[src/rtl/game_pkg.sv]
// Shared encodings for the brick-breaker game-flow controller and its testbench.
package game_pkg;

    typedef enum logic [2:0] {
        IDLE  = 3'd0,
        SERVE = 3'd1,
        PLAY  = 3'd2,
        PAUSE = 3'd3,
        LOST  = 3'd4,
        CLEAR = 3'd5,
        OVER  = 3'd6
    } phase_t;

    localparam logic [3:0] KEY_NONE  = 4'd0;
    localparam logic [3:0] KEY_LEFT  = 4'd4;
    localparam logic [3:0] KEY_RIGHT = 4'd6;
    localparam logic [3:0] KEY_START = 4'd10;

    localparam int         BRICK_COUNT = 56;
    localparam logic [2:0] MAX_LEVEL   = 3'd7;

endpackage

[src/rtl/game_sequencer_if.sv]
// Signal bundle between the keypad/collision side and the game sequencer.
interface game_sequencer_if;
    import game_pkg::*;

    logic                   tick;
    logic [3:0]             control;
    logic                   ball_lost;
    logic [BRICK_COUNT-1:0] bricks;

    logic                   ball_step;
    logic                   plate_step;
    logic                   ball_init;
    logic                   bricks_init;
    logic                   score_clear;
    logic [2:0]             phase;
    logic [1:0]             lives;
    logic [2:0]             level;
    logic                   game_over;

    modport master (
        output tick, control, ball_lost, bricks,
        input  ball_step, plate_step, ball_init, bricks_init, score_clear,
        input  phase, lives, level, game_over
    );

    modport slave (
        input  tick, control, ball_lost, bricks,
        output ball_step, plate_step, ball_init, bricks_init, score_clear,
        output phase, lives, level, game_over
    );

endinterface

[src/rtl/game_sequencer_step_timer.sv]
// Tick-driven modulo counter: emits a one-clock step every `period` unfrozen ticks.
module step_timer (
    input  logic       clock,
    input  logic       reset,
    input  logic       tick,
    input  logic       freeze,
    input  logic       clear,
    input  logic [7:0] period,
    output logic       step
);

    logic [7:0] cnt_q;

    // >= rather than == so a shortened period never lets the count run past it
    always_ff @(posedge clock) begin
        if (reset) begin
            cnt_q <= '0;
            step  <= 1'b0;
        end else begin
            step <= 1'b0;
            if (clear) begin
                cnt_q <= '0;
            end else if (tick && !freeze) begin
                if (cnt_q >= period - 8'd1) begin
                    cnt_q <= '0;
                    step  <= 1'b1;
                end else begin
                    cnt_q <= cnt_q + 8'd1;
                end
            end
        end
    end

endmodule

[src/rtl/game_sequencer.sv]
// Game-flow controller: phase FSM, lives/level tracking and tick-derived ball/plate step enables.
module game_sequencer
    import game_pkg::*;
#(
    parameter int BALL_BASE_PERIOD = 50,
    parameter int BALL_PERIOD_DEC  = 5,
    parameter int BALL_MIN_PERIOD  = 10,
    parameter int PLATE_PERIOD     = 10,
    parameter int SERVE_TICKS      = 100,
    parameter int START_LIVES      = 3
) (
    input  logic             clock,
    input  logic             reset,
    game_sequencer_if.slave  bus
);

    // Floor is applied before the subtraction so high levels cannot wrap the period.
    function automatic logic [7:0] ball_period_f(input logic [2:0] lvl);
        logic [7:0] prod;
        logic [7:0] diff;
        prod = 8'(lvl) * 8'(BALL_PERIOD_DEC);
        if (prod >= 8'(BALL_BASE_PERIOD)) return 8'(BALL_MIN_PERIOD);
        diff = 8'(BALL_BASE_PERIOD) - prod;
        return (diff < 8'(BALL_MIN_PERIOD)) ? 8'(BALL_MIN_PERIOD) : diff;
    endfunction

    phase_t      state_q, state_d;
    logic        start_q;
    logic        press;
    logic [1:0]  lives_q;
    logic [2:0]  level_q;
    logic [15:0] serve_cnt;
    logic        bricks_empty;
    logic        serve_last;

    logic        start_game, play_run, serve_done;
    logic        ball_init_d, bricks_init_d, score_clear_d;
    logic        ball_init_q, bricks_init_q, score_clear_q;
    logic [7:0]  ball_period;

    assign press        = (bus.control == KEY_START) && !start_q;
    assign bricks_empty = (bus.bricks == '0);
    assign serve_last   = (serve_cnt == 16'd1);
    assign ball_period  = ball_period_f(level_q);

    always_ff @(posedge clock) begin
        if (reset) state_q <= IDLE;
        else       state_q <= state_d;
    end

    always_comb begin
        state_d = state_q;
        case (state_q)
            IDLE:    if (press) state_d = SERVE;
            SERVE:   if (bus.tick && serve_last) state_d = PLAY;
            PLAY: begin
                if (bus.ball_lost)  state_d = LOST;
                else if (bricks_empty) state_d = CLEAR;
                else if (press)     state_d = PAUSE;
            end
            PAUSE:   if (press) state_d = PLAY;
            LOST:    state_d = (lives_q > 2'd1) ? SERVE : OVER;
            CLEAR:   state_d = SERVE;
            OVER:    if (press) state_d = IDLE;
            default: state_d = IDLE;
        endcase
    end

    always_comb begin
        start_game    = (state_q == IDLE) && press;
        ball_init_d   = start_game || (state_q == CLEAR) ||
                        ((state_q == LOST) && (lives_q > 2'd1));
        bricks_init_d = start_game || (state_q == CLEAR);
        score_clear_d = start_game;
        play_run      = (state_q == PLAY) && (state_d == PLAY);
        serve_done    = (state_q == SERVE) && bus.tick && serve_last;
    end

    // Every ball placement (start, life lost, level clear) also restarts the serve hold.
    always_ff @(posedge clock) begin
        if (reset) begin
            start_q       <= 1'b0;
            lives_q       <= '0;
            level_q       <= '0;
            serve_cnt     <= '0;
            ball_init_q   <= 1'b0;
            bricks_init_q <= 1'b0;
            score_clear_q <= 1'b0;
        end else begin
            start_q       <= (bus.control == KEY_START);
            ball_init_q   <= ball_init_d;
            bricks_init_q <= bricks_init_d;
            score_clear_q <= score_clear_d;
            if (start_game) begin
                lives_q <= 2'(START_LIVES);
                level_q <= '0;
            end else if (state_q == LOST) begin
                lives_q <= (lives_q > 2'd1) ? lives_q - 2'd1 : 2'd0;
            end else if ((state_q == CLEAR) && (level_q != MAX_LEVEL)) begin
                level_q <= level_q + 3'd1;
            end
            if (ball_init_d) begin
                serve_cnt <= 16'(SERVE_TICKS);
            end else if ((state_q == SERVE) && bus.tick && (serve_cnt != '0)) begin
                serve_cnt <= serve_cnt - 16'd1;
            end
        end
    end

    step_timer u_ball_timer (
        .clock  (clock),
        .reset  (reset),
        .tick   (bus.tick),
        .freeze (!play_run),
        .clear  (serve_done),
        .period (ball_period),
        .step   (bus.ball_step)
    );

    step_timer u_plate_timer (
        .clock  (clock),
        .reset  (reset),
        .tick   (bus.tick),
        .freeze (!play_run),
        .clear  (serve_done),
        .period (8'(PLATE_PERIOD)),
        .step   (bus.plate_step)
    );

    assign bus.phase       = state_q;
    assign bus.lives       = lives_q;
    assign bus.level       = level_q;
    assign bus.game_over   = (state_q == OVER);
    assign bus.ball_init   = ball_init_q;
    assign bus.bricks_init = bricks_init_q;
    assign bus.score_clear = score_clear_q;

endmodule

[src/flat_wrapper.sv]
// flat-port wrapper written by rule: the top's interface ports become plain ports
module game_sequencer_flat import game_pkg::*;
#(
    parameter int BALL_BASE_PERIOD = 50,
    parameter int BALL_PERIOD_DEC  = 5,
    parameter int BALL_MIN_PERIOD  = 10,
    parameter int PLATE_PERIOD     = 10,
    parameter int SERVE_TICKS      = 100,
    parameter int START_LIVES      = 3
)
  (clock, reset, bus_tick, bus_control, bus_ball_lost, bus_bricks, bus_ball_step, bus_plate_step, bus_ball_init, bus_bricks_init, bus_score_clear, bus_phase, bus_lives, bus_level, bus_game_over);
  game_sequencer_if bus_i ();
  input  logic clock;
  input  logic reset;
  input wire logic [$bits(bus_i.tick)-1:0] bus_tick;
  input wire logic [$bits(bus_i.control)-1:0] bus_control;
  input wire logic [$bits(bus_i.ball_lost)-1:0] bus_ball_lost;
  input wire logic [$bits(bus_i.bricks)-1:0] bus_bricks;
  output wire logic [$bits(bus_i.ball_step)-1:0] bus_ball_step;
  output wire logic [$bits(bus_i.plate_step)-1:0] bus_plate_step;
  output wire logic [$bits(bus_i.ball_init)-1:0] bus_ball_init;
  output wire logic [$bits(bus_i.bricks_init)-1:0] bus_bricks_init;
  output wire logic [$bits(bus_i.score_clear)-1:0] bus_score_clear;
  output wire logic [$bits(bus_i.phase)-1:0] bus_phase;
  output wire logic [$bits(bus_i.lives)-1:0] bus_lives;
  output wire logic [$bits(bus_i.level)-1:0] bus_level;
  output wire logic [$bits(bus_i.game_over)-1:0] bus_game_over;
  assign bus_i.tick = bus_tick;
  assign bus_i.control = bus_control;
  assign bus_i.ball_lost = bus_ball_lost;
  assign bus_i.bricks = bus_bricks;
  assign bus_ball_step = bus_i.ball_step;
  assign bus_plate_step = bus_i.plate_step;
  assign bus_ball_init = bus_i.ball_init;
  assign bus_bricks_init = bus_i.bricks_init;
  assign bus_score_clear = bus_i.score_clear;
  assign bus_phase = bus_i.phase;
  assign bus_lives = bus_i.lives;
  assign bus_level = bus_i.level;
  assign bus_game_over = bus_i.game_over;
  game_sequencer #(.BALL_BASE_PERIOD(BALL_BASE_PERIOD), .BALL_PERIOD_DEC(BALL_PERIOD_DEC), .BALL_MIN_PERIOD(BALL_MIN_PERIOD), .PLATE_PERIOD(PLATE_PERIOD), .SERVE_TICKS(SERVE_TICKS), .START_LIVES(START_LIVES)) u_core (.clock(clock), .reset(reset), .bus(bus_i));
endmodule
[config.mk]
export PLATFORM = sky130hd
export DESIGN_NAME = game_sequencer_flat
export DESIGN_NICKNAME = d
export VERILOG_FILES = /design/src/rtl/game_pkg.sv /design/src/rtl/game_sequencer_if.sv /design/src/rtl/game_sequencer_step_timer.sv /design/src/rtl/game_sequencer.sv /design/src/flat_wrapper.sv
export SDC_FILE = /design/constraint.sdc
export NUM_CORES = 1
export LEC_CHECK = 0
export CORE_MARGIN = 3
export CORE_UTILIZATION = 52
export DETAILED_ROUTE_END_ITERATION = 16
export PLACE_DENSITY = 0.86
export REMOVE_ABC_BUFFERS = 1
export SYNTH_ARGS = -nofsm -noshare
export SYNTH_HDL_FRONTEND = slang
export SYNTH_SLANG_ARGS = --single-unit
[constraint.sdc]
create_clock -name clock -period 9.1 [get_ports clock]
set_input_delay 0.91 -clock clock [delete_from_list [all_inputs] [get_ports clock]]
set_output_delay 0.91 -clock clock [all_outputs]
set_load 0.005 [all_outputs]
==> summary.txt, run 1 <==
Pwr
  • Peak VDD IR: approximately 120 uV
  • Combinational share of power: between 10% and 20%
  • Clock power frac: 34.3%
  • Cell-internal power: 0.2881 mW
  • Leak: ~1.4 nW
  • Power Total: ~0.38 mW
  • Sw frac: approximately 24%
  • NetSw: between 0.09 and 0.1 mW
  • Power share of the sequential group: around 54%
  • Power per cell area: a little over 100 nW/um2

STA
  • Setup_tns: 0 ns
  • Clock skew: just over 0.008 ns
  • Final Hold Vio Count: 0
  • Slew Limit Fails: 0
  • Setup-failing EPs final: 0
  • Relative slew slack: a little under half
  • Unrepaired setup endpoints after global routing: false
  • Highest clock rate: ~0.25 GHz
  • Least-Margin Pin Slew: roughly 0.8 ns
  • Final critical-path share of the clock period: between 40 and 50%
  • Tmin final: roughly 4.1 ns

Setup path
  • Worst EP arrival: about 4.3 ns
  • Worst Setup End Kind: flip-flop
  • CP startpoint kind: flip-flop
  • Worst path required time: 9.29 ns
  • Crit Path Category: reg2reg
  • CP max FO: 10

Detailed routing
  • Wire length per cell: 14.68 um
  • Drt drc: 0
  • Vias per cell: between 5 and 6
  • Initial DRC count: 151
  • Vias: 2748
  • DR pass1 iterations: 4
  • Routed Antenna Nets: 0
  • Total wire length: about 7000 um

Final layout
  • Share of layout cells above drive strength 1: a little over 5%
  • Commonest non-fill, non-tap cells in the layout: clkdlybuf4s50_1, dfxtp_1, nor2_1
  • # diodes: 0
  • Layout overhead on the synthesized area: 31.95%
  • Fill count: between 400 and 500
  • Final Net Count: between 400 and 500
  • Most common cell after layout, fill and taps aside: clkdlybuf4s50_1

GRT
  • GRT Resource Usage Total: 23.60%
  • Antenna violations before repair: 0
  • Grt total ovfl: 0
  • Largest net degree at the start of global routing: 19
  • Vias in the first global route: about 2600
  • First-pass GRT wire length: 12130 um

Min path
  • Hold Crit Class: reg2reg

Place
  • Hpwl dp: around 5600 um
  • Gpl congestion: 0.9042
  • Number of port buffers: 77

Clock tree
  • Hold_buf cts: 0
  • Worst-Skew Late Latency: 0.31 ns
  • CTS tree: yes
  • CTS Buf Count: 5
  • Worst-path clk slew: around 0.09 ns
  • Clk buf depth: 2
  • Root buffer cell: clkbuf_8
  • H-tree levels: 2
  • PostCTS Resize Cnt: 0
  • Num Clock Sinks: between 40 and 50
  • Post-CTS Setup Inserts: 0

Die
  • IO Pins: slightly below 80
  • FP Rows: 26
  • Die area: roughly 6300 um2
  • Die height: roughly 79 um
  • Initial core utilization: approximately 54%
  • Die width: approximately 79 um
  • CORE AREA: 5140 um2

Run status
  • Status: completed

Yosys
  • Synth Register Bits: between 40 and 50
  • Share of Yosys cell area claimed by the top area cell type: approximately 33%
  • Synth Instances: 334
  • Syn. warnings: 0
  • Top_reg_cell synth: dfxtp_1
  • Synth unique cells: 60
  • Post-Synthesis Cell Area: roughly 2800 um2
  • Post-synth top area cell: dfxtp_1
  • Post-synth EDFFs: 0
  • Post-synth ARST share: 0%
  • Sequential share of the synthesized area: around 33%
  • Syn_area_per_cell: 8.373 um2
  • Synth area leaders: dfxtp_1, ha_1, nor2_1

Job
  • Max-cap viol count: 0
-- registers in the layout, summed over array words and instances, names as in the netlist --
signal,cells
u_core.bus.level,3
u_core.u_plate_timer.cnt_q,8
u_core.bus.phase,3
u_core.u_ball_timer.cnt_q,8
u_core.u_ball_timer.step,1
u_core.serve_cnt,16
u_core.bus.lives,2
u_core.start_q,1
u_core.bus.score_clear,1
u_core.bus.ball_init,1
u_core.bus.bricks_init,1
u_core.u_plate_timer.step,1
-- layout make-up --
cell class | instances | area (um2) | share of cell area, %
Clock buffer | 5 | 68.82 | 1.865
Timing Repair Buffer | 77 | 770.7 | 20.89
Multi-Input combinational cell | 266 | 1773 | 48.05
Inverter | 12 | 45.04 | 1.221
Tap cell | 70 | 87.58 | 2.374
Sequential cell | 46 | 920.9 | 24.96
Clock inverter | 3 | 23.77 | 0.6443
-- logic make-up after synthesis --
family	share of synthesized area, %
and+or+nand+nor	29.31
AOI/OAI and AO/OA	17.32
DFF	32.93
buffers and inverters	3.669
adders and majority gates	9.396
xor gates and xnor gates	6.264
muxes	1.119
-- Yosys cell counts, types with 3 or more instances --
master / instances
a211oi_1: 3
a21o_1: 3
a21oi_1: 23
a31oi_1: 3
and3_1: 8
clkbuf_1: 6
dfxtp_1: 46
ha_1: 21
inv_1: 12
nand2_1: 18
nand2b_1: 5
nand3_1: 18
nand4_1: 3
nand4b_1: 4
nor2_1: 31
nor3_1: 17
nor3b_1: 3
nor4_1: 17
o211ai_1: 3
o21ai_0: 16
or2_2: 4
xnor2_1: 11
xor2_1: 9
-- power groups by stage --
stage	logic [mW]	registers, mW	clock network [mW]
floorplan	0.0115	0.209	0
global placement	0.0436	0.209	0
detailed placement	0.0444	0.209	0
CTS	0.0447	0.205	0.134
global route	0.0481	0.205	0.141
finish	0.0447	0.205	0.130
-- per-stage QoR --
stage               instances  cell area (um2)  setup WS [ns]  utilization (%)  hold WS, ns
floorplan                 324             2739          5.689                -       0.4434
global placement          471             3597          5.415            69.99       0.4562
detailed placement        471             3597          5.253            69.99       0.4611
CTS                       479             3690          5.146            71.79       0.4850
global route              479             3690          4.747            71.79       0.4979
finish                    479             3690          5.036            71.79       0.4833
-- per-layer routing --
metal / up-vias / global-route usage [%] / routed length (um)
met5: - / 0 / 0
li1: 1376 / - / -
met4: 0 / 5.842 / 101
met1: 1295 / 30.11 / 3027
met2: 64 / 40.57 / 3577
met3: 13 / 4.875 / 324
-- path summary, 6_finish.rpt --
kind / startpoint / cells past startpoint / to / slack (ns)
worst max register to register: u_core.bus.level[0]$_SDFFE_PP0P_ / 13 / u_core.u_ball_timer.cnt_q[7]$_SDFFE_PP0P_ / 5.04
worst max-delay path: u_core.bus.level[0]$_SDFFE_PP0P_ / 13 / u_core.u_ball_timer.cnt_q[7]$_SDFFE_PP0P_ / 5.04
worst min-delay path: u_core.u_plate_timer.cnt_q[5]$_SDFFE_PP0P_ / 1 / u_core.u_plate_timer.cnt_q[5]$_SDFFE_PP0P_ / 0.48
worst min register to register: u_core.u_plate_timer.cnt_q[5]$_SDFFE_PP0P_ / 1 / u_core.u_plate_timer.cnt_q[5]$_SDFFE_PP0P_ / 0.48
-- critical path, stage by stage, from the launching register on --
cell       delay (ns)
dfxtp_1          0.53
ha_1             0.36
xnor2_1          0.48
nand2b_1         0.14
a2111oi_0        0.57
nor3_1           0.15
nand3_1          0.11
o211ai_1         0.09
ha_1             0.28
o21ai_0          0.08
o21ai_0          0.50
nand2_1          0.34
a21oi_1          0.22
o22ai_1          0.10
Power figures use the tool's default switching activity.
==> run 2, diff against run 1 <==
--- a/config.mk
+++ b/config.mk
@@ -6,9 +6,9 @@
 export NUM_CORES = 1
 export LEC_CHECK = 0
 export CORE_MARGIN = 3
-export CORE_UTILIZATION = 52
+export CORE_UTILIZATION = 48
 export DETAILED_ROUTE_END_ITERATION = 16
-export PLACE_DENSITY = 0.86
+export PLACE_DENSITY = 0.8
 export REMOVE_ABC_BUFFERS = 1
 export SYNTH_ARGS = -nofsm -noshare
 export SYNTH_HDL_FRONTEND = slang
==> constraint.sdc (replaced) <==
create_clock -name clock -period 4.1 [get_ports clock]
set_input_delay 0.41 -clock clock [delete_from_list [all_inputs] [get_ports clock]]
set_output_delay 0.41 -clock clock [all_outputs]
set_load 0.005 [all_outputs]
==> run 2 against run 1 <==
  * Flip-flop and latch count unchanged
  * First-iteration DRC count decreased by 5.3%
  * Global-route usage fell by 1.4 points
  * Cell count increased by 0.84%
  * Highest routed layer unchanged
==> summary.txt, run 2 (synthesized netlist as in run 1, its figures left out) <==
Run status
  • Status: completed

Setup path
  • Worst Setup End Kind: flip-flop
  • Crit path from: u_core.bus.level[0]$_SDFFE_PP0P_
  • CP max FO: 10
  • Crit Path Category: reg2reg
  • Worst flop-to-flop path endpoint: u_core.u_ball_timer.cnt_q[4]$_SDFFE_PP0P_
  • Crit path to: u_core.u_ball_timer.cnt_q[4]$_SDFFE_PP0P_
  • Reg-to-reg slack, setup: between 0.4 and 0.5 ns
  • Cell Chain, Critical Path: ha_1, ha_1, or3_1, nor3_1, o21ai_0, o311ai_0, ha_1, a211o_1, o32a_1, nand2_1, nand2_1, o31ai_1
  • CP max-delay cell: dfxtp_1
  • Worst R2R Path Depth: 12
  • Worst EP arrival: 3.85 ns
  • Worst r2r src: u_core.bus.level[0]$_SDFFE_PP0P_
  • CP startpoint kind: flip-flop
  • WP depth: 12
  • Worst path required time: 4.33 ns
  • Most frequent CP cell: ha_1
  • CP bufs+invs: 0
  • Max incr delay on CP: 0.52 ns
  • Critical path's top delay family: compound AO/OA/AOI/OAI gates

STA
  • Unrepaired setup endpoints after global routing: false
  • Final critical-path share of the clock period: 88.28%
  • Final Hold Vio Count: 0
  • Relative slew slack: between 40% and 50%
  • Least-Margin Pin Slew: between 0.7 and 0.8 ns
  • Slew Limit Fails: 0
  • Setup-failing EPs final: 0
  • Tmin final: ~3.6 ns
  • Clock skew: between 0.005 and 0.006 ns
  • Highest clock rate: 0.2763 GHz
  • Setup_tns: 0 ns

GRT
  • GRT Resource Usage Total: between 20% and 30%
  • First-pass GRT wire length: between 10000 and 15000 um
  • Grt total ovfl: 0
  • Largest net degree at the start of global routing: 19
  • Antenna violations before repair: 0
  • Vias in the first global route: around 2500

Final layout
  • Largest registers: u_core.serve_cnt x16, u_core.u_ball_timer.cnt_q x8, u_core.u_plate_timer.cnt_q x8
  • # diodes: 0
  • Final Net Count: slightly below 500
  • Share of layout cells above drive strength 1: between 5 and 6%
  • Max FFs per register: 16
  • Post-Layout Cell Count: 483
  • Layout overhead on the synthesized area: 32.62%
  • Most common cell after layout, fill and taps aside: clkdlybuf4s50_1
  • Commonest non-fill, non-tap cells in the layout: clkdlybuf4s50_1, dfxtp_1, nor2_1
  • Register name with the most flops: u_core.serve_cnt

Place
  • Dpl cells: 475
  • Hpwl dp: 5396 um
  • Number of port buffers: 77
  • Gpl congestion: around 0.83

Detailed routing
  • Routed Antenna Nets: 0
  • Vias: approximately 2600
  • Total wire length: around 7000 um
  • Drt drc: 0
  • Wire length per cell: between 10 and 15 um
  • Initial DRC count: around 140
  • Vias per cell: around 5.4
  • DR pass1 iterations: 4

Die
  • IO Pins: 78
  • Initial core utilization: between 50 and 60%
  • Die height: 82.33 um
  • Die area: 6777 um2
  • Die width: roughly 82 um
  • FP Rows: 27
  • CORE AREA: approximately 5600 um2

Pwr
  • Power per cell area: around 230 nW/um2
  • Peak VDD IR: approximately 230 uV
  • Leak: around 1.4 nW

Clock tree
  • H-tree levels: 2
  • Clk buf depth: 2
  • Num Clock Sinks: 46
  • Root buffer cell: clkbuf_8
  • Worst-Skew Late Latency: approximately 0.31 ns
  • Worst-path clk slew: roughly 0.090 ns
  • CTS Buf Count: 5
  • CTS tree: yes
  • Post-CTS Setup Inserts: 0

Min path
  • Hold Crit Class: reg2reg

Job
  • Max-cap viol count: 0
## run 2: worst reg2reg max path, delay by kind of cell, from the launching register on
family / cells / cell delay [ns]
AOI/OAI and AO/OA: 5 / 1.22
adders and majority gates: 3 / 0.84
and+or+nand+nor: 4 / 0.95
DFF: 1 / 0.52
## run 2: worst min-delay path by stage
stage	start	end	slack, ns	depth (start not counted)
after floorplan	u_core.u_plate_timer.cnt_q[6]$_SDFFE_PP0P_	u_core.u_plate_timer.cnt_q[6]$_SDFFE_PP0P_	0.44	1
after global placement	u_core.u_plate_timer.cnt_q[6]$_SDFFE_PP0P_	u_core.u_plate_timer.cnt_q[6]$_SDFFE_PP0P_	0.46	1
after detailed placement	u_core.u_plate_timer.cnt_q[6]$_SDFFE_PP0P_	u_core.u_plate_timer.cnt_q[6]$_SDFFE_PP0P_	0.46	1
after CTS	u_core.u_plate_timer.cnt_q[6]$_SDFFE_PP0P_	u_core.u_plate_timer.cnt_q[6]$_SDFFE_PP0P_	0.48	1
after global routing	u_core.u_plate_timer.cnt_q[6]$_SDFFE_PP0P_	u_core.u_plate_timer.cnt_q[6]$_SDFFE_PP0P_	0.49	1
final	u_core.u_plate_timer.cnt_q[7]$_SDFFE_PP0P_	u_core.u_plate_timer.cnt_q[7]$_SDFFE_PP0P_	0.48	1
## run 2: power by group
group          internal [mW]  switching (mW)  total [mW]
Sequential             0.450         0.00432       0.454
Combinational         0.0674          0.0304      0.0979
Clock                  0.123           0.166       0.289
Total                  0.640           0.200       0.841
## run 2: repair_timing
item / in CTS / in global routing
gates resized for setup: 0 / 1
hold buffers: 0 / 0
endpoints found under the setup margin: 0 / 9
endpoints found under the hold margin: 0 / 0
## run 2: per-layer routing
metal  GRT usage (%)  vias up  share of wire (%)
met5               0        -                  0
met4           3.987        0               0.90
met3           5.423        7                3.0
met2           36.70       26                 49
met1           29.57     1213                 47
li1                -     1385                  -
## run 2: final cells by class
class | count | area, um2
fillers | 473 | 1866
multi-input cells | 266 | 1773
flip-flops and latches | 46 | 920.9
repair buffers | 79 | 785.8
well taps | 72 | 90.09
clock buffers | 5 | 68.82
inverters | 12 | 45.04
clock inverters | 3 | 25.02
## run 2: stage by stage
stage	setup WS (ns)	cell area (um2)	utilization (%)	hold WS, ns	power (mW)
2_1_floorplan	0.6889	2739	-	0.4434	0.4895
3_3_place_gp	0.5143	3615	64.85	0.4599	0.5608
3_5_place_dp	0.4051	3615	64.85	0.4613	0.5625
4_1_cts	0.3626	3709	66.53	0.4842	0.8546
5_1_grt	0.02841	3709	66.53	0.4902	0.8818
6_report	0.4804	3709	66.53	0.4827	0.8409
==> run 3, diff against run 2 <==
==> constraint.sdc (replaced) <==
create_clock -name clock -period 4.1 [get_ports clock]
set_input_delay 0.41 -clock clock [delete_from_list [all_inputs] [get_ports clock]]
set_output_delay 0.41 -clock clock [all_outputs]
set_load 0.1 [all_outputs]
==> results of run 3 <==
The final DEF is identical to that of run 2. Status: completed.
Main changes from that run: total power 0.8409 mW -> 0.8524 mW
==> patch 1 (flow settings as in run 3) <==
`SERVE_TICKS` is set to 100 in 2 places; all go to 64.
--- a/src/rtl/game_sequencer.sv
+++ b/src/rtl/game_sequencer.sv
@@ -8,3 +8,3 @@
     parameter int PLATE_PERIOD     = 10,
-    parameter int SERVE_TICKS      = 100,
+    parameter int SERVE_TICKS      = 64,
     parameter int START_LIVES      = 3
--- a/src/flat_wrapper.sv
+++ b/src/flat_wrapper.sv
@@ -7,3 +7,3 @@
     parameter int PLATE_PERIOD     = 10,
-    parameter int SERVE_TICKS      = 100,
+    parameter int SERVE_TICKS      = 64,
     parameter int START_LIVES      = 3
Formal check against the unedited RTL: no difference found for any inputs over 10 cycles, from zero or initial values and one cycle with reset high; that may be too few to reach the edited logic, so the function may still have changed.
==> patch 1 against run 3 <==
- critical path depth increased by 5
- fmax decreased by 4.2%
- setup slack got worse by 0.16 ns
- sequential share of layout area decreased by 0.74 points
- routed wire length decreased by 1.0%
- final area increased by 3.1%
- sequential power about the same
- first-iteration DRC count decreased by 3.5%
- total power decreased by 0.57%
- sequential cell count unchanged
- synthesized area increased by 3.6%
==> patch 1: results (changes against run 3) <==
* GRT met2 Usage at 37.1% (+0.39 points)
* Nets at 516 (+4.2%)
* Clock skew at 0.00947 ns (+0.00357 ns)
* XOR/XNOR Fraction of Synth Area at 6.35% (+0.086 points)
* Filler Cell Count at 488 (+3.2%)
* IO Port Bufs at 77 (unchanged)
* Slowest-stage cell, CP: ha_1
* Met2 WL at 3.46 mm (+3.9%)
* Reg2Reg Setup Slack at 0.32 ns (-0.16 ns)
* Slew headroom at 33.7% (-0.16 points)
* Setup crit end: u_core.u_ball_timer.cnt_q[6]$_SDFFE_PP0P_
* Crit Reg-Reg Startpoint: u_core.bus.level[2]$_SDFFE_PP0P_
* Startpoint Class: flip-flop
* Placer Congestion at 0.869 (+5.1%)
* Worst vdd ir at 123 µV (-47%)
* Post-DP HPWL at 5.23 mm (-3.1%)
* Compound-Gate Fraction of Synth Area at 18.1% (+0.78 points)
* DP Area at 3730 µm² (+3.2%)
* Synth area leaders: dfxtp_1 (32%), ha_1 (9.1%), nor2_1 (5.4%)
* Register area share after synthesis at 31.8% (-1.1 points)
* Global routing met1 resource utilization at 21.9% (-7.7 points)
* Arrival @ worst endpoint at 4.02 ns (+0.17 ns)
* Largest stage delay, worst path at 0.45 ns (-0.07 ns)
* Core Util, Final at 67.4% (+0.82 points)
* Via density at 5.60 (+2.7%)
* CTS H-tree depth at 2 (unchanged)
* Crit. Startpoint: u_core.bus.level[2]$_SDFFE_PP0P_
* Leakage Power at 1.42 nW (+1.9%)
* Final setup viols at 0 (unchanged)
* Wire length per cell at 13.3 µm (-5.2%)
* Global-route wire length before repair at 11.7 mm (-0.88%)
* Worst-case reg-to-reg path depth at 17 (+5)
* Most common library cells after synthesis: dfxtp_1 (46), nor2_1 (42), nand2_1 (33), ha_1 (21), nor4_1 (19)
* Sum Neg Setup Slack at 0 ns (unchanged)
* ANT cells at 0 (unchanged)
* Hold Crit Class: reg -> reg
* 1st-iter DRT viols at 138 (-3.5%)
* Vias in the first global route at 2794 (+9.9%)
* Pin count of the biggest net entering global routing at 18 (-1)
* Detail Route met3 WL at 307 µm (+52%)
* Layout cell share with drive strength beyond 1 at 5.79% (+0.19 points)
* M3 GR Usage at 4.54% (-0.88 points)
* Gr usage total at 19.7% (-2.5 points)
* Proportion of synthesized area in mux cells at 0.734% (-0.38 points)
* Netlist cell types at 57 (-5.0%)
* M1 WL at 2.91 mm (-9.3%)
* Status: complete, no violations
* Post-Synth Adder-Cell Area at 9.07% (-0.32 points)
## patch 1: changes by cell type after synthesis, moves of 6 or more
cell,change
a21boi_0,+6
a21oi_1,-11
or3_1,+6
nor2_1,+11
o21ai_0,-10
nand2_1,+15
o22ai_1,+6
nand3_1,-11
## patch 1: where the power goes
group | leakage (nW) | switching, W | internal, W | total [W]
clock network | 0.0408 | 0.000165 | 0.000122 | 0.000287
registers | 0.371 | 0.00000446 | 0.000449 | 0.000454
logic | 1.01 | 0.0000420 | 0.0000652 | 0.000107
total | 1.42 | 0.000211 | 0.000636 | 0.000848
## patch 1: kinds of logic after synthesis
| kind of cell | Yosys count |
|---|---|
| flops | 46 |
| fa+ha+maj | 21 |
| xor+xnor | 21 |
| compound gates | 71 |
| mux | 2 |
| simple gates | 167 |
| buf+inv | 27 |
## patch 1: area by class of cell
| type | instances | area share [%] |
|---|---|---|
| inverter | 13 | 1.28 |
| timing repair buffer | 83 | 21.3 |
| sequential | 46 | 24.1 |
| multi-input combinational | 282 | 48.5 |
| clock buffer | 5 | 1.80 |
| clock inverter | 3 | 0.622 |
| tap | 72 | 2.36 |
## patch 1: worst min path at each step
stage                                               start                                          to  slack (ns)
2_1_floorplan  u_core.u_plate_timer.cnt_q[6]$_SDFFE_PP0P_  u_core.u_plate_timer.cnt_q[6]$_SDFFE_PP0P_        0.42
3_3_place_gp   u_core.u_plate_timer.cnt_q[7]$_SDFFE_PP0P_  u_core.u_plate_timer.cnt_q[7]$_SDFFE_PP0P_        0.43
3_5_place_dp   u_core.u_plate_timer.cnt_q[7]$_SDFFE_PP0P_  u_core.u_plate_timer.cnt_q[7]$_SDFFE_PP0P_        0.44
4_1_cts        u_core.u_plate_timer.cnt_q[5]$_SDFFE_PP0P_  u_core.u_plate_timer.cnt_q[5]$_SDFFE_PP0P_        0.46
5_1_grt        u_core.u_plate_timer.cnt_q[5]$_SDFFE_PP0P_  u_core.u_plate_timer.cnt_q[5]$_SDFFE_PP0P_        0.49
6_report       u_core.u_plate_timer.cnt_q[5]$_SDFFE_PP0P_  u_core.u_plate_timer.cnt_q[5]$_SDFFE_PP0P_        0.46
## patch 1: worst register-to-register path, stage by stage, from the launching register on
cell and delay (ns):
dfxtp_1 0.36, ha_1 0.20, ha_1 0.17, ha_1 0.45, nor2b_1 0.08, a22oi_1 0.24
o21ai_0 0.11, a211oi_1 0.23, buf_4 0.17, nand2_1 0.07, o41ai_1 0.37, ha_1 0.32
a211oi_1 0.18, o21ai_0 0.11, a21oi_1 0.14, buf_4 0.18, nand2_2 0.11, o22ai_1 0.21
## patch 1: through the flow
step	setup WS, ns	cells
floorplan	-0.384	341
global placement	0.501	496
detailed placement	0.377	496
CTS	0.330	504
global route	0.00441	504
finish	0.324	504
==> patch 2 (flow settings as in run 3) <==
Without the edit above. Reset style: asynchronous (`reset`), changed in 3 clocked blocks.
--- a/src/rtl/game_sequencer_step_timer.sv
+++ b/src/rtl/game_sequencer_step_timer.sv
@@ -14,3 +14,3 @@
     // >= rather than == so a shortened period never lets the count run past it
-    always_ff @(posedge clock) begin
+    always_ff @(posedge clock or posedge reset) begin
         if (reset) begin
--- a/src/rtl/game_sequencer.sv
+++ b/src/rtl/game_sequencer.sv
@@ -45,3 +45,3 @@
 
-    always_ff @(posedge clock) begin
+    always_ff @(posedge clock or posedge reset) begin
         if (reset) state_q <= IDLE;
@@ -79,3 +79,3 @@
     // Every ball placement (start, life lost, level clear) also restarts the serve hold.
-    always_ff @(posedge clock) begin
+    always_ff @(posedge clock or posedge reset) begin
         if (reset) begin
Check against the original RTL: differs if reset is asserted again (counterexample within 4 cycles, from zero or initial values and one cycle with reset high); with reset held inactive, the same outputs for 10 cycles.
==> patch 2 against run 3 <==
- the flow now finishes with violations (setup timing)
- routed wire length is 16% higher
- first-iteration DRC count is 7.0% higher
- fmax is 15% lower
- hold slack better by 0.033 ns
- setup slack worse by 0.63 ns
- synthesized area is 4.4% higher
- sequential cell count stayed put
- via count is 8.4% higher
- final area is 16% higher
- synthesized cell count is 3.6% lower
- non-clock buffer count is 30 higher
Power is not compared: it rests on default switching activity, and its combinational part moved more than twofold at a synthesized area within 25%.
==> patch 2: results (changes against run 3) <==
* Routed via count at 2853 (+8.4%)
* Pin count of the biggest net entering global routing at 47 (+28)
* DP Area at 3880 µm² (+7.3%)
* Hold EP: u_core.u_plate_timer.cnt_q[5]$_DFFE_PP0P_
* Filler Cell Count at 406 (-14%)
* Largest stage delay, worst path at 0.42 ns (-0.10 ns)
* Most common library cells after synthesis: dfrtp_1 (46), nand2_1 (29), nor2_1 (26), ha_1 (21), nor4_1 (18)
* Synth area leaders: dfrtp_1 (39%), ha_1 (9.0%), nor4_1 (3.9%)
* Register area share after synthesis at 39.4% (+6.5 points)
* Status: finished with violations
* 1st-iter DRT viols at 153 (+7.0%)
* Post-DP HPWL at 5.61 mm (+4.0%)
* Gr usage total at 21.7% (-0.55 points)
* Worst setup margin at -0.145 ns (-0.626 ns)
* Worst-case reg-to-reg path depth at 20 (+8)
* M3 GR Usage at 3.36% (-2.1 points)
* Core Util, Final at 75.2% (+8.7 points)
* Failing checks: setup timing
* DP Worst Slack at -0.321 ns (-0.726 ns)
* Crit Reg-Reg Startpoint: u_core.bus.level[0]$_DFFE_PP0P_
* Hold wc startpoint: u_core.u_plate_timer.cnt_q[5]$_DFFE_PP0P_
* Met2 WL at 4.30 mm (+29%)
* Crit Path Max Fanout at 5 (-5)
* Final setup viols at 9 (+9)
* Placer Congestion at 0.856 (+3.4%)
* Ys async rst share at 100% (+100 points)
* Via density at 5.73 (+5.2%)
* Detail Route met3 WL at 269 µm (+33%)
* Sum Neg Setup Slack at -0.879 ns (-0.879 ns)
* Vias in the first global route at 2816 (+11%)
* Arrival @ worst endpoint at 4.49 ns (+0.64 ns)
* Nets at 510 (+3.0%)
* Hold path depth at 1 (unchanged)
* Clock skew at 0.00978 ns (+0.00387 ns)
* M1 WL at 3.29 mm (+2.7%)
* Fin Hold WS at 0.516 ns (+0.0328 ns)
* Layout cell share with drive strength beyond 1 at 17.4% (+12 points)
* Netlist cell types at 52 (-13%)
* Wire length per cell at 15.9 µm (+13%)
* GRT met2 Usage at 39.9% (+3.2 points)
* Placed insts at 479 (+0.84%)
* Global-route wire length before repair at 12.7 mm (+6.9%)
patch 2: cells by family (layout without fill, tap and decap cells):
group	count (synthesis)	after routing	share of synthesized area (%)
compound gates	68	68	16.0
mux	3	3	1.07
xor+xnor	15	15	4.50
flops	46	46	39.4
buf+inv	27	131	3.90
simple gates	142	142	26.1
fa+ha+maj	21	21	9.00
patch 2: layout make-up:
| cell class | instances | area share, % |
|---|---|---|
| Multi-Input combinational cell | 249 | 42.7 |
| Sequential cell | 46 | 26.8 |
| Timing Repair Buffer | 109 | 23.8 |
| Tap cell | 72 | 2.10 |
| Clock buffer | 6 | 1.92 |
| Clock inverter | 2 | 1.40 |
| Inverter | 14 | 1.22 |
patch 2: what timing repair did:
action | in CTS | in global routing
buffers inserted | 4 | 7
pin swaps | 12 | 20
cloned | 0 | 0
setup endpoints to repair | 9 | 9
resized for setup | 23 | 16
